--- config.mk ---
export PLATFORM = sky130hd
export DESIGN_NAME = fifo_half_packer
export DESIGN_NICKNAME = d
export VERILOG_FILES = /design/src/rtl/fifo_half_packer_pkg.sv /design/src/rtl/fifo_half_packer.sv
export SDC_FILE = /design/constraint.sdc
export NUM_CORES = 1
export LEC_CHECK = 0
export BUFFER_PORTS_ARGS = -buffer_cell sky130_fd_sc_hd__buf_4
export CAP_MARGIN = 15
export CELL_PAD_IN_SITES_DETAIL_PLACEMENT = 1
export CELL_PAD_IN_SITES_GLOBAL_PLACEMENT = 2
export CORE_MARGIN = 2
export CORE_UTILIZATION = 30
export CTS_CLUSTER_SIZE = 8
export DETAILED_ROUTE_END_ITERATION = 10
export GPL_TIMING_DRIVEN = 0
export PLACE_DENSITY_LB_ADDON = 0.1
export SYNTH_ARGS = -nofsm -noshare
export SYNTH_HDL_FRONTEND = slang
export SYNTH_SLANG_ARGS = --single-unit
--- constraint.sdc ---
create_clock -name Clk -period 2.1 [get_ports Clk]
set_input_delay 0.105 -clock Clk [delete_from_list [all_inputs] [get_ports Clk]]
set_output_delay 0.105 -clock Clk [all_outputs]
set_load 0.02 [all_outputs]
--- src/rtl/fifo_half_packer_pkg.sv ---
// Shared FIFO word layout and packer state encoding, used by every packer
// that sits on a 9-bit FWFT byte FIFO.
package fifo_half_packer_pkg;

  localparam int FIFO_DEPTH    = 16;
  localparam int FIFO_AW       = 4;
  localparam int FIFO_W        = 9;
  localparam int FIFO_BYTE_LSB = 0;
  localparam int FIFO_BYTE_MSB = 7;
  localparam int FIFO_EOP_BIT  = 8;

  typedef enum logic {
    PK_LO = 1'b0,
    PK_HI = 1'b1
  } pack_state_e;

  function automatic logic [7:0] fifo_byte(input logic [FIFO_W-1:0] w);
    return w[FIFO_BYTE_MSB:FIFO_BYTE_LSB];
  endfunction

  function automatic logic fifo_eop(input logic [FIFO_W-1:0] w);
    return w[FIFO_EOP_BIT];
  endfunction

endpackage

--- src/rtl/fifo_half_packer.sv ---
// Packs bytes from an FWFT FIFO into halfwords (first byte low); a packet
// ending on a low byte is padded and flagged odd.
module fifo_half_packer
  import fifo_half_packer_pkg::*;
#(
  parameter logic [7:0] PadByte    = 8'h00,
  parameter int         CountWidth = 16
) (
  input  logic                  Clk,
  input  logic                  Reset,
  input  logic [FIFO_W-1:0]     FifoDout,
  input  logic                  FifoEmpty,
  output logic                  FifoRead,
  output logic [15:0]           OutData,
  output logic                  OutValid,
  input  logic                  OutReady,
  output logic                  OutLast,
  output logic                  OutOdd,
  output logic [CountWidth-1:0] PacketCount
);

  pack_state_e           state_q;
  logic [7:0]            low_q;
  logic [15:0]           data_q;
  logic                  valid_q, last_q, odd_q;
  logic [CountWidth-1:0] pkt_cnt_q, pkt_cnt_d;
  logic                  pop, accept;
  logic [7:0]            in_byte;
  logic                  in_eop;

  assign in_byte   = fifo_byte(FifoDout);
  assign in_eop    = fifo_eop(FifoDout);
  assign accept    = valid_q & OutReady;
  // Pop only when the output register is free or is draining this cycle.
  assign pop       = ~Reset & ~FifoEmpty & (~valid_q | OutReady);
  assign pkt_cnt_d = pkt_cnt_q + CountWidth'(1);

  assign FifoRead    = pop;
  assign OutData     = data_q;
  assign OutValid    = valid_q;
  assign OutLast     = last_q;
  assign OutOdd      = odd_q;
  assign PacketCount = pkt_cnt_q;

  always_ff @(posedge Clk) begin
    if (Reset) begin
      state_q   <= PK_LO;
      low_q     <= 8'h00;
      data_q    <= 16'h0000;
      valid_q   <= 1'b0;
      last_q    <= 1'b0;
      odd_q     <= 1'b0;
      pkt_cnt_q <= '0;
    end else begin
      if (accept) begin
        valid_q <= 1'b0;
        if (last_q) pkt_cnt_q <= pkt_cnt_d;
      end
      // A load below overrides the clear above, giving back-to-back transfers.
      if (pop) begin
        case (state_q)
          PK_LO: begin
            if (in_eop) begin
              data_q  <= {PadByte, in_byte};
              last_q  <= 1'b1;
              odd_q   <= 1'b1;
              valid_q <= 1'b1;
            end else begin
              low_q   <= in_byte;
              state_q <= PK_HI;
            end
          end
          PK_HI: begin
            data_q  <= {in_byte, low_q};
            last_q  <= in_eop;
            odd_q   <= 1'b0;
            valid_q <= 1'b1;
            state_q <= PK_LO;
          end
          default: state_q <= PK_LO;
        endcase
      end
    end
  end

endmodule

==> qor.txt <==
Clock slew at reported path FFs - 90 ps
DP Wirelength - 3370 microns
Initial DRC Count - 57
CP Class - flip-flop to flip-flop
Asr flop ratio synth - 0%
Initial antenna violation count - 0
Max incr delay on CP - 530 ps
Max-cap violations - 0
Hold path cells - 3
Initial Util - 30.5%
Synthesized area per cell - 9.40 sq um
Fin Setup TNS - 0 ps
Pleak - 0.934 nW
Post-synth EDFFs - 0
Max_slew headroom - 40.5%
Drt pass-1 iters - 2
Total power - 1.62 mW
Number of cells on the critical path - 4
Synth Cell Area - 1790 sq um
Core ar. - 5850 sq um
Crit-path cells - nand4_1, nor4_2, and3_1, mux2_2
GRT overflow - 0
Worst Reg2Reg Path Length in Cells - 4
Outcome - finished clean
Highest Clock Rate - 525 MHz
Final ANT Viol Nets - 0
Avg Vias per Cell - 4.82
Placement Cell Area - 2240 sq um
Clk sinks - 44
Seq/Total Area, Yosys - 49.3%
Number of global-route vias before repair - 1565
Final hold violations - 0
Residual DRC - 0
Worst-case vdd ir drop - 291 uV
Syn Nets - 204
Number of diodes - 0
Largest net degree at the start of global routing - 14
Utilization after layout - 40.0%
Layout Skew - 6.87 ps
Non-Filler Instances - 321
Worst EP required - 2280 ps
Routability Congestion - 0.672
Die ar. - 6590 sq um
Pins Over Slew Limit - 0
I/O pin cnt - 49
WP buf/inv - 0
Vias - 1548
Worst hold path type - primary input to flip-flop
First-pass GRT wire length - 7690 microns
Cells after Synth - 190
CTS tree - built
Layout cells sized above 1 - 28.0%
Slowest stage cell on the critical path - nor4_2
Num CTS Buffers - 5
Top cells by count, synth - 44 x dfxtp_1, 27 x nor2_1, 19 x nand2_1
Synth Warn # - 0
Distinct cells, synth - 36
GRT Total Usage - 15.2%
Synth area leader - dfxtp_1
CP endpoint kind - flip-flop
Nets - 259
RSZ-0062 raised after global routing - false
Post-CTS Setup Inserts - 0
Pwr Density - 691 nW/um^2
Crit path time final - 1900 ps
Yosys top cell area share - 49.3%
Chip width - 81.2 microns
Drt wl/cell - 14.2 microns
Port-buffer cells - 47
Area growth syn-to-layout - 31.1%
Design area - 2340 sq um
H-tree levels - 2
Total routed wirelength - 4550 microns
Final worst path period share - 90.7%
Max Fanout on Critical Path - 6
Worst skew pair latency - 290 ps
Final setup fails - 0
Critical path startpoint category - flip-flop
CTS root buffer - clkbuf_8
Most frequent cell after synthesis - dfxtp_1
Synth Flop Type - dfxtp_1
Flop and latch count out of synthesis - 44
Placed insts - 313
Rows - 28
Worst EP arrival - 2090 ps
CP top delay family - simple AND/OR/NAND/NOR gates
Area contributors post-synth - dfxtp_1 49%, nor2_1 5.7%, mux2i_1 5.0%
Clock buffer depth - 2
Die height - 81.2 microns
Slew at the pin closest to its max-slew limit - 893 ps
what timing repair did:
action | in CTS | in global routing
gates resized for setup | 0 | 1
hold buffers | 0 | 0
setup endpoints to repair | 0 | 8
flip-flops by register name, indices dropped and copies added, names as in the netlist:
register,flops
OutData,16
OutLast,1
state_q,1
PacketCount,16
low_q,8
OutValid,1
OutOdd,1
power by group:
group	internal [mW]	switching, mW
clock network	0.263	0.288
logic	0.0782	0.107
registers	0.863	0.0190
metal layers:
metal / part of all wire (%) / vias to the layer above / GRT usage, %
li1: - / 771 / -
met1: 45 / 753 / 19.6
met5: 0 / - / 0
met2: 50 / 22 / 25.8
met4: 0.46 / 0 / 4.07
met3: 3.6 / 2 / 3.11
tightest hold or removal path: stages:
cell and delay (ps):
buf_4 90, nand2_1 40, o21ai_0 50
path summary, 6_finish.rpt:
check / start / endpoint / slack, ps
min: FifoDout[3] / low_q[3] / 30
max: PacketCount[2] / PacketCount[13] / 200
max reg2reg: PacketCount[2] / PacketCount[13] / 200
min reg2reg: low_q[0] / low_q[0] / 460
layout by cell type (no fill, tap or decap), types with 2 or more instances in the layout:
cell / instances
clkinv_2: 2
o21ai_0: 9
a22o_1: 9
nor2_1: 27
a211oi_1: 8
buf_1: 2
and3_1: 2
xnor2_1: 8
nand2_1: 19
nand3_1: 5
mux2i_1: 9
clkbuf_1: 3
clkbuf_8: 6
buf_4: 48
inv_1: 4
nor3_1: 6
nand4_1: 4
nor2b_1: 2
dfxtp_1: 44
a21oi_1: 5
a21o_1: 2
buf_2: 2
xor2_1: 3
logic make-up (layout without fill, tap and decap cells):
kind of cell / after synthesis / count (layout) / synth area share (%)
adders and majority gates: 1 / 1 / 0.700
xor gates and xnor gates: 11 / 11 / 5.39
DFF: 44 / 44 / 49.3
AOI/OAI and AO/OA: 35 / 35 / 13.4
buffers and inverters: 13 / 69 / 2.94
muxes: 10 / 10 / 5.67
and+or+nand+nor: 76 / 76 / 22.5
through the flow:
stage	setup slack (ps)	hold WS, ps
floorplan	281	214
global placement	15.5	325
detailed placement	157	335
CTS	122	29.4
global route	45.6	34.0
finish	196	27.5
final cells by class:
class,instances,area [sq um]
sequential,44,881
clock inverter,2,10.0
multi-input combinational,133,862
buffer,8,33.8
fill,689,3510
inverter,5,18.8
tap,75,93.8
clock buffer,6,82.6
timing repair buffer,48,360
Power figures use the tool's default switching activity.
